$ cat src/rtl/rvc_mem_loader.sv
// Byte-stream program loader: decodes LOAD/GO frames, writes words into core memory,
// and holds the core in reset until GO arrives.
module rvc_mem_loader #(
    parameter logic [31:0] MEM_MSB = 32'h1FFF
) (
    input  logic        Clock,
    input  logic        Rst,
    input  logic        RxValid,
    input  logic [7:0]  RxData,
    output logic        RxReady,
    output logic        MemWrEn,
    output logic [31:0] MemWrAddr,
    output logic [31:0] MemWrData,
    output logic [3:0]  MemWrByteEn,
    output logic        CoreRst,
    output logic        ErrFlag,
    output logic [15:0] WordCnt
);

    typedef enum logic [2:0] {S_IDLE, S_ADDR, S_LEN, S_DATA, S_RUN} state_t;

    state_t      state_q, state_d;
    logic [1:0]  byte_cnt_q, byte_cnt_d;
    logic [31:0] shift_q, shift_d;
    logic [31:0] addr_q, addr_d;
    logic [15:0] rem_q, rem_d;
    logic        wr_en_q, wr_en_d;
    logic [31:0] wr_addr_q, wr_addr_d;
    logic [31:0] wr_data_q, wr_data_d;
    logic        err_q, err_d;
    logic [15:0] word_cnt_q, word_cnt_d;
    logic        core_rst_q, core_rst_d;
    logic        rx_ready_q, rx_ready_d;

    logic        accept;
    logic [31:0] shifted;
    logic [32:0] last_byte;
    logic        fits;

    // Little-endian assembly: each new byte enters at the top, so the first byte lands in 7:0.
    assign accept    = RxValid && rx_ready_q;
    assign shifted   = {RxData, shift_q[31:8]};
    assign last_byte = {1'b0, addr_q} + 33'd3;
    assign fits      = (last_byte <= {1'b0, MEM_MSB});

    always_comb begin
        state_d    = state_q;
        byte_cnt_d = byte_cnt_q;
        shift_d    = shift_q;
        addr_d     = addr_q;
        rem_d      = rem_q;
        wr_en_d    = 1'b0;
        wr_addr_d  = wr_addr_q;
        wr_data_d  = wr_data_q;
        err_d      = err_q;
        word_cnt_d = word_cnt_q;

        if (accept) begin
            case (state_q)
                S_IDLE: begin
                    byte_cnt_d = 2'd0;
                    if (RxData == 8'h4C)      state_d = S_ADDR;
                    else if (RxData == 8'h47) state_d = S_RUN;
                    else                      err_d   = 1'b1;
                end
                S_ADDR: begin
                    shift_d    = shifted;
                    byte_cnt_d = byte_cnt_q + 2'd1;
                    if (byte_cnt_q == 2'd3) begin
                        addr_d     = {shifted[31:2], 2'b00};
                        byte_cnt_d = 2'd0;
                        state_d    = S_LEN;
                        if (shifted[1:0] != 2'b00) err_d = 1'b1;
                    end
                end
                S_LEN: begin
                    shift_d    = shifted;
                    byte_cnt_d = byte_cnt_q + 2'd1;
                    if (byte_cnt_q == 2'd1) begin
                        rem_d      = shifted[31:16];
                        byte_cnt_d = 2'd0;
                        state_d    = (shifted[31:16] == 16'd0) ? S_IDLE : S_DATA;
                    end
                end
                S_DATA: begin
                    shift_d    = shifted;
                    byte_cnt_d = byte_cnt_q + 2'd1;
                    if (byte_cnt_q == 2'd3) begin
                        byte_cnt_d = 2'd0;
                        // Out-of-range words are dropped but the frame keeps consuming its bytes.
                        if (fits) begin
                            wr_en_d   = 1'b1;
                            wr_addr_d = addr_q;
                            wr_data_d = shifted;
                            if (word_cnt_q != 16'hFFFF) word_cnt_d = word_cnt_q + 16'd1;
                        end else begin
                            err_d = 1'b1;
                        end
                        addr_d = addr_q + 32'd4;
                        rem_d  = rem_q - 16'd1;
                        if (rem_q == 16'd1) state_d = S_IDLE;
                    end
                end
                default: ;
            endcase
        end

        rx_ready_d = (state_d != S_RUN);
        core_rst_d = (state_d != S_RUN);
    end

    always_ff @(posedge Clock) begin
        if (Rst) begin
            state_q    <= S_IDLE;
            byte_cnt_q <= 2'd0;
            shift_q    <= 32'd0;
            addr_q     <= 32'd0;
            rem_q      <= 16'd0;
            wr_en_q    <= 1'b0;
            wr_addr_q  <= 32'd0;
            wr_data_q  <= 32'd0;
            err_q      <= 1'b0;
            word_cnt_q <= 16'd0;
            core_rst_q <= 1'b1;
            rx_ready_q <= 1'b0;
        end else begin
            state_q    <= state_d;
            byte_cnt_q <= byte_cnt_d;
            shift_q    <= shift_d;
            addr_q     <= addr_d;
            rem_q      <= rem_d;
            wr_en_q    <= wr_en_d;
            wr_addr_q  <= wr_addr_d;
            wr_data_q  <= wr_data_d;
            err_q      <= err_d;
            word_cnt_q <= word_cnt_d;
            core_rst_q <= core_rst_d;
            rx_ready_q <= rx_ready_d;
        end
    end

    generate
        for (genvar gi = 0; gi < 4; gi++) begin : g_byte_en
            assign MemWrByteEn[gi] = wr_en_q;
        end
    endgenerate

    assign RxReady   = rx_ready_q;
    assign MemWrEn   = wr_en_q;
    assign MemWrAddr = wr_addr_q;
    assign MemWrData = wr_data_q;
    assign CoreRst   = core_rst_q;
    assign ErrFlag   = err_q;
    assign WordCnt   = word_cnt_q;

endmodule

$ cat config.mk
export PLATFORM = sky130hd
export DESIGN_NAME = rvc_mem_loader
export DESIGN_NICKNAME = d
export VERILOG_FILES = /design/src/rtl/rvc_mem_loader.sv
export SDC_FILE = /design/constraint.sdc
export NUM_CORES = 1
export LEC_CHECK = 0
export ABC_AREA = 1
export CAP_MARGIN = 15
export CELL_PAD_IN_SITES_DETAIL_PLACEMENT = 0
export CELL_PAD_IN_SITES_GLOBAL_PLACEMENT = 1
export CORE_UTILIZATION = 33
export CTS_BUF_LIST = sky130_fd_sc_hd__clkbuf_8
export CTS_CLUSTER_DIAMETER = 150
export DETAILED_ROUTE_END_ITERATION = 8
export PLACE_DENSITY = 0.65
export SYNTH_ARGS = -nofsm -noshare
export SYNTH_HDL_FRONTEND = slang
export SYNTH_SLANG_ARGS = --single-unit
$ cat constraint.sdc
create_clock -name Clock -period 1.96 [get_ports Clock]
set_clock_uncertainty 0.15 [all_clocks]
set_input_delay 0.392 -clock Clock [delete_from_list [all_inputs] [get_ports Clock]]
set_output_delay 0.392 -clock Clock [all_outputs]
set_load 0.01 [all_outputs]
Word level (Yosys, flattened, before mapping) --
Cells that the tools add are included.
Storage, ports and cells: output and inout bits 88, memory bits (read-only) 0, memories kept 0, register bits 169, bits in latches 0, memory bits (writable) 0
Operators by class: reduce and logical (&&, ||, !) cells 18, eq/ne operators 17, $lt $le $gt $ge 1, add/sub/neg operators 5, shift operators 0, multiplexer cells 26, bitwise gates (word level) 3, multiply operators 0, div/mod/pow operators 0
Operators with widths (count):
- 32-bit 2-to-1 mux | 2
- 32-bit case mux with 2 select lines | 1
- 32-bit by 2-bit adder with 33-bit output (second input constant) | 1
- 33-bit by 13-bit less-or-equal comparator with 1-bit output (second input constant) | 1
- 32-bit by 3-bit adder with 32-bit output (second input constant) | 1
- 16-bit 2-to-1 mux | 2
- 16-bit case mux with 2 select lines | 1
- 3-bit 2-to-1 mux | 7
- 16-bit by 1-bit adder with 16-bit output (second input constant) | 1
- 16-bit by 1-bit == test with 1-bit output (second input constant) | 1
- 8-bit by 7-bit == test with 1-bit output (second input constant) | 2
- 16-bit logical NOT | 1
- 16-bit inequality test (second input constant) | 1
- 16-bit by 1-bit subtractor with 16-bit output (second input constant) | 1
- 2-bit inequality test (second input constant) | 7
- 3-bit case mux with 4 select lines | 1
- 4-bit AND reduction | 3
- 8-bit AND reduction | 1
- 1-bit 2-to-1 mux | 7
- 3-bit by 2-bit == test with 1-bit output (second input constant) | 2
- 2-bit 2-to-1 mux | 3
- 2-bit case mux with 3 select lines | 1
- 2-bit nonzero test | 3
- 3-bit nonzero test | 2
- other kinds (14) | 17

Longest topological paths before layout --
Gate-level depths: netlist (run 1).
depth in word-level cells 6, gate-level depth with buffers 12, depth with buffers taken out 12

Least setup slack after synthesis (run 1) --
No wires, ideal clock.
path type register to register, start reg addr_q[3], end reg word_cnt_q[10], in the netlist WordCnt[10], arrival 1.549 ns, setup slack 0.146 ns, path buffers 1, setup time 0.115 ns, cell stages (with the launch flop) 12, period minus slack after synthesis 1.814 ns, cell sequence dfxtp_1 -> ha_1 -> nand3_1 -> nor2_2 -> nand2_1 -> nand2_2 -> nand3_4 -> nor2_4 -> buf_6 -> nand3_1 -> nand2_1 -> nor2_1
Between the ends: cells in the longest elaborated chain, start to end 3
RTL lines:
- start, declared | line 25 | logic [31:0] addr_q, addr_d;
- start signal, assigned | line 130 | addr_q <= addr_d;
- 32-bit by 2-bit adder with 33-bit output | line 43 | assign last_byte = {1'b0, addr_q} + 33'd3;
- 33-bit by 13-bit less-or-equal comparator with 1-bit output | line 44 | assign fits = (last_byte <= {1'b0, MEM_MSB});
- 5-bit AND reduction (no source line)
- end signal, assigned | line 136 | word_cnt_q <= word_cnt_d;
- end, declared | line 31 | logic [15:0] word_cnt_q, word_cnt_d;
Every way passes these cells. A chain may end at the register's enable or synchronous reset.

Final worst setup path (run 1) --
start reg wr_data_q[27], in the netlist MemWrData[27], end out MemWrData[27]
RTL lines:
- start, declared | line 29 | logic [31:0] wr_data_q, wr_data_d;
- start signal, assigned | line 134 | wr_data_q <= wr_data_d;
- end, declared | line 13 | output logic [31:0] MemWrData,
No word-level cell between the ends.

==> results of run 1 <==
==> report_power, final <==
group	switching (W)	total, W	internal [W]
Clock	0.00152	0.00261	0.00110
Combinational	0.000156	0.000265	0.000109
Sequential	0.0000175	0.00322	0.00321
==> cell type report <==
cell class | count | area (sq um) | share of cell area, %
Clock buffer | 17 | 234 | 2.19
Clock inverter | 15 | 190 | 1.78
Inverter | 122 | 462 | 4.32
Multi-Input combinational cell | 760 | 3890 | 36.4
Sequential cell | 157 | 3170 | 29.7
Tap cell | 280 | 350 | 3.28
Timing Repair Buffer | 247 | 2390 | 22.4
==> routing by layer <==
metal | global-route usage [%] | up-vias
li1 | - | 3949
met1 | 27.3 | 3440
met2 | 32.5 | 153
met3 | 3.91 | 17
met4 | 5.48 | 0
met5 | 0 | -
==> cell usage in the layout, fill, tap and decap left out, drive strengths merged, types with 8 or more instances in the layout <==
cell type / synthesis / routed
nor2: 226 / 226
nand2: 161 / 161
dfxtp: 157 / 157
buf: 29 / 148
inv: 121 / 128
o21ai: 114 / 114
a21oi: 87 / 87
nand3: 73 / 73
clkdlybuf4s50: 0 / 45
dlymetal6s2s: 0 / 31
dlygate4sd2: 0 / 20
clkbuf: 33 / 20
xor2: 19 / 19
nor3: 19 / 19
nand4: 12 / 12
clkinv: 1 / 8
==> registers in the layout, summed over array words and instances, names as in the netlist <==
name,flops
ErrFlag,1
byte_cnt_q,2
MemWrEn,1
addr_q,30
rem_q,16
MemWrData,32
state_q,3
WordCnt,16
CoreRst,1
RxReady,1
shift_q,24
MemWrAddr,30
==> logic make-up (layout without fill, tap and decap cells) <==
group,count (synthesis),after routing,share of synthesized area (%)
compound gates,226,226,15.8
xor+xnor,23,23,2.67
fa+ha+maj,7,7,1.16
buf+inv,184,401,10.3
flops,157,157,41.7
other cells,1,2,0.0497
simple gates,502,502,28.3
==> metrics by stage <==
| stage | instances | utilization, % | area, sq um | setup slack (ps) |
|---|---|---|---|---|
| after floorplan | 1101 | - | 7540 | 146 |
| after global placement | 1551 | 43.8 | 9670 | -231 |
| after detailed placement | 1551 | 43.8 | 9670 | -264 |
| after CTS | 1584 | 45.7 | 10100 | -1.57 |
| after global routing | 1598 | 48.4 | 10700 | -29.2 |
| final | 1598 | 48.4 | 10700 | 47.7 |
==> timing repair <==
action,4_1_cts,5_1_grt
hold buffers,0,0
pin swaps,3,27
setup buffers,1,11
resized for setup,35,128
setup endpoints to repair,89,123
gates cloned,0,3
==> path summary, 6_finish.rpt <==
check	endpoint	cells after the start	slack, ps	start
worst max register to register	WordCnt[2]	12	70	addr_q[3]
worst min register to register	MemWrAddr[26]	2	300	MemWrAddr[26]
worst min-delay path	MemWrAddr[26]	2	300	MemWrAddr[26]
worst max-delay path	MemWrData[27]	1	50	MemWrData[27]
==> impl_metrics.py, run 1 <==
metrics = {
    "layout": {
        "nets": 1323,
        "fill_cells": 2282,
        "drive_above_1_share_pct": 20.6,
        "num_antenna_cells": 0,
        "area_growth_pct": 41.8,
    },
    "logic_synthesis": {
        "syn_area_sq_um": 7540,
        "ys_ff_latch": 157,
        "yosysWarningCount": 0,
        "ys_top_cells_by_count": "218 x nor2_1, 160 x nand2_1, 157 x dfxtp_1",
        "async_reset_ff_share_pct": 0,
        "yosysTopAreaCell": "dfxtp_1",
        "synth.most_common_cell": "nor2_1",
        "synth.yosys.seq_area_share_pct": 41.7,
        "syn_avg_cell_area_sq_um": 6.85,
        "synth_top_cell_area_share_pct": 41.7,
        "yosys.cell_types.count": 40,
        "yosys_most_used_dff": "dfxtp_1",
        "synth_cells": 1100,
        "synth_edf_count": 0,
        "ys_top_cells_by_area": "dfxtp_1 42%, nor2_1 11%, nand2_1 8.0%",
    },
    "setup_path": {
        "path_cells": "clkdlybuf4s50_1",
        "timing.critical_path.buf_inv": 1,
        "worst_ep_arrival_time_ps": 1370,
        "cp-end-kind": "primary output",
        "crit_slowest_cell": "clkdlybuf4s50_1",
        "cpPeakStageDelay_ps": 540,
        "critPathTopFamily": "buffers and inverters",
        "cp_max_fo": 2,
        "path_class": "reg2out",
        "cp.required_ps": 1420,
        "start_kind": "register",
    },
    "timing": {
        "timing.fmax_mhz": 523,
        "tns_ps": 0,
        "final_max_slew_viol_count": 0,
        "setup_viol": 0,
        "whs_ps": 304,
        "finalHoldViolCount": 0,
        "period_share_pct": 97.6,
        "min_period_ps": 1910,
        "rsz0062_at_grt": "yes",
    },
    "die": {
        "core-area_sq_um": 22100,
        "die_height_um": 153,
        "initial_core_util_pct": 34.1,
        "core.rowCount": 54,
        "die_x_um": 153,
        "die_area_sq_um": 23500,
        "io_pins": 99,
    },
    "route": {
        "wl_per_cell_um": 14.7,
        "drtAntennaViolNets": 0,
        "dr_wl_met2_mm": 10.7,
        "highest_layer": "met4",
        "wl_met1_mm": 11.7,
        "vias": 7559,
        "drt-initial-drc-count": 401,
        "via_per_inst": 4.73,
        "wl_met3_um": 853,
        "drc": 0,
        "dr.pass1.iters": 4,
        "routed_wl_mm": 23.5,
    },
    "worst_hold_path": {
        "hold_path.class": "reg2reg",
    },
    "global_route": {
        "grt_first_pass_wirelength_mm": 37.5,
        "grt_max_degree": 62,
        "track_usage_pct": 20.1,
        "grt.overflow.total": 0,
        "antenna_found_initial": 0,
        "grt_pass1_vias": 7151,
    },
    "clock_network": {
        "htreeDepth": 4,
        "worstSkewPairLatency_ps": 470,
        "cts_max_path_buffers": 2,
        "cts_num_sinks": 157,
        "cts_tree": "done",
        "clkTransAtPathRegs_ps": 110,
        "numCtsBuffers": 17,
        "cts.root.buffer_cell": "clkbuf_8",
    },
    "status": {
        "status": "completed",
    },
    "power": {
        "irDropWorstVdd_v": 0.000356,
        "cellPowerDensity_nw_per_um2": 571,
        "p_total_w": 0.00610,
        "p_leak_nw": 5.46,
    },
    "placement": {
        "hpwlAfterDp_mm": 17.0,
        "io_buffer_count": 96,
        "gp_congestion": 0.820,
    },
    "job": {
        "drv_cap": 0,
    },
}
Power figures use the tool's default switching activity.
==> inputs of run 2 (changes only) <==
Settings changed: CORE_MARGIN set to 2, SLEW_MARGIN set to 0.
==> run 2 against run 1 <==
Against the previous run: total power decreased by 2.6%; largest cell class unchanged; first-iteration DRC count increased by 1.0%; combinational power decreased by 2%; final cell count decreased by 1.2%; non-clock buffer count decreased by 24; sequential share of layout area increased by 1.2 points; sequential power about the same; fmax about the same; clock power decreased by 5%; critical path type unchanged; die area increased by 2.6%; highest routed layer unchanged.
==> impl_metrics.py, run 2 (synthesis results as in run 1) <==
metrics = {
    "status": {
        "status": "completed",
    },
    "timing": {
        "min_period_ps": 1910,
        "rsz0062_at_grt": "yes",
        "timing.fmax_mhz": 523,
        "period_share_pct": 97.6,
        "setup_viol": 0,
        "final_max_slew_viol_count": 0,
        "finalHoldViolCount": 0,
        "setup_ws_ps": 47.4,
    },
    "job": {
        "drv_cap": 0,
    },
    "worst_hold_path": {
        "hold_path.class": "reg2reg",
        "min_from": "MemWrAddr[29]",
    },
    "setup_path": {
        "cpPeakStageDelay_ps": 560,
        "start_kind": "register",
        "cp_max_fo": 2,
        "r2r-start": "addr_q[3]",
        "crit_slowest_cell": "clkdlybuf4s50_1",
        "cp-end-kind": "primary output",
        "path_class": "reg2out",
        "path_cells": "clkdlybuf4s50_1",
        "cp.required_ps": 1420,
        "timing.critical_path.buf_inv": 1,
        "critPathTopFamily": "buffers and inverters",
        "worst_ep_arrival_time_ps": 1370,
        "crit_path_start": "MemWrAddr[29]",
    },
    "power": {
        "cellPowerDensity_nw_per_um2": 576,
        "power_frac_clock_pct": 41.5,
        "seq_power_share_pct": 54.1,
        "comb_power_share_pct": 4.4,
        "irDropWorstVdd_v": 0.000354,
        "p_leak_nw": 5.47,
        "switching_share_pct": 28.2,
        "p_int_w": 0.00427,
        "p_sw_w": 0.00168,
    },
    "clock_network": {
        "clkTransAtPathRegs_ps": 100,
        "cts.root.buffer_cell": "clkbuf_8",
        "worstSkewPairLatency_ps": 480,
        "cts_max_path_buffers": 2,
        "cts_num_sinks": 157,
        "htreeDepth": 4,
        "cts_tree": "done",
        "ctsHoldBuffers": 0,
        "numCtsBuffers": 17,
    },
    "route": {
        "wl_met1_mm": 11.7,
        "vias": 7512,
        "drt-initial-drc-count": 405,
        "wl_per_cell_um": 15.0,
        "via_per_inst": 4.76,
        "routed_wl_mm": 23.7,
        "wl_met3_mm": 1.15,
        "dr_wl_met2_mm": 10.6,
        "dr.pass1.iters": 5,
        "drc": 0,
        "drtAntennaViolNets": 0,
        "highest_layer": "met4",
    },
    "layout": {
        "num_antenna_cells": 0,
        "drive_above_1_share_pct": 17.9,
        "mostFrequentLayoutCell": "nor2_1",
        "most-common-layout-cells": "208 x nor2_1, 153 x nand2_1, 134 x dfxtp_1",
        "final_cell_area_sq_um": 10300,
        "largest_reg_flops": 32,
        "fill_cells": 2363,
        "area_growth_pct": 36.8,
        "nets": 1299,
    },
    "placement": {
        "hpwlAfterDp_mm": 17.3,
        "io_buffer_count": 96,
        "gp_congestion": 0.881,
        "post-place-ws_ps": -245,
        "post_dp_cell_area_sq_um": 9540,
    },
    "global_route": {
        "grt_pass1_vias": 7312,
        "grt_first_pass_wirelength_mm": 38.8,
        "track_usage_pct": 20.3,
        "antenna_found_initial": 0,
        "grt_max_degree": 54,
        "grt.overflow.total": 0,
    },
    "die": {
        "io_pins": 99,
        "die_x_um": 155,
        "die_area_sq_um": 24100,
        "initial_core_util_pct": 33.5,
        "core.rowCount": 55,
        "die_height_um": 155,
        "core-area_sq_um": 22500,
    },
}
==> run 2: changes by cell type in the layout (fill, tap and decap cells not counted), moves of 6 or more <==
cell and change:
buf_4 -10, buf_6 -7, clkdlybuf4s50_1 -15, dlymetal6s2s_1 +13, nor2_1 +11, nor2_4 -6, o21ai_0 -21, o21ai_1 +21
==> run 2: final timing paths <==
check,endpoint,slack (ps),cells after the start
max,MemWrAddr[29],50,1
min,MemWrAddr[29],310,2
max reg2reg,WordCnt[13],70,10
min reg2reg,MemWrAddr[29],310,2
==> run 2: through the flow <==
step | instances | hold slack (ps) | TNS, ps | total power, W | utilization [%]
3_5_place_dp | 1542 | 299 | -24530 | 0.00356 | 42.4
6_report | 1579 | 307 | 0 | 0.00595 | 45.8
5_1_grt | 1579 | 324 | -720 | 0.00619 | 45.8
3_3_place_gp | 1542 | 292 | -17260 | 0.00356 | 42.4
2_1_floorplan | 1101 | 284 | 0 | 0.00342 | -
4_1_cts | 1575 | 311 | -718 | 0.00605 | 44.5
==> run 2: worst register-to-register path, delay by kind of cell, from the launching register on <==
family,cells,cell delay [ps]
AOI/OAI and AO/OA,1,160
adders and majority gates,1,150
DFF,1,380
and+or+nand+nor,8,960
==> run 2: timing repair <==
action	4_1_cts	5_1_grt
endpoints found under the setup margin	109	150
resized for setup	54	120
pin swaps	4	10
setup buffers	1	4
gates cloned	0	0
==> run 2: power groups by stage <==
stage | Clock (W) | Sequential [W] | Combinational [W]
finish | 0.00247 | 0.00322 | 0.000260
global route | 0.00267 | 0.00322 | 0.000289
CTS | 0.00256 | 0.00323 | 0.000263
detailed placement | 0 | 0.00330 | 0.000263
global placement | 0 | 0.00330 | 0.000264
floorplan | 0 | 0.00329 | 0.000125
==> run 2: metal layers <==
metal,GRT usage [%],vias up
met5,0,-
met4,5.60,0
met3,4.29,25
met2,32.1,166
met1,28.0,3414
li1,-,3907
==> run 2: layout make-up <==
cell class,instances,area [sq um],share of cell area [%]
Multi-Input combinational cell,760,3800,36.9
Clock inverter,15,171,1.66
Inverter,122,459,4.45
Tap cell,285,357,3.46
Timing Repair Buffer,223,2110,20.4
Sequential cell,157,3180,30.9
Clock buffer,17,234,2.27
==> inputs of run 3 (changes only) <==
Settings changed: CORE_MARGIN 2 to unset.
==> results of run 3 <==
No change in the layout: final DEF, timing and power equal those of run 1.
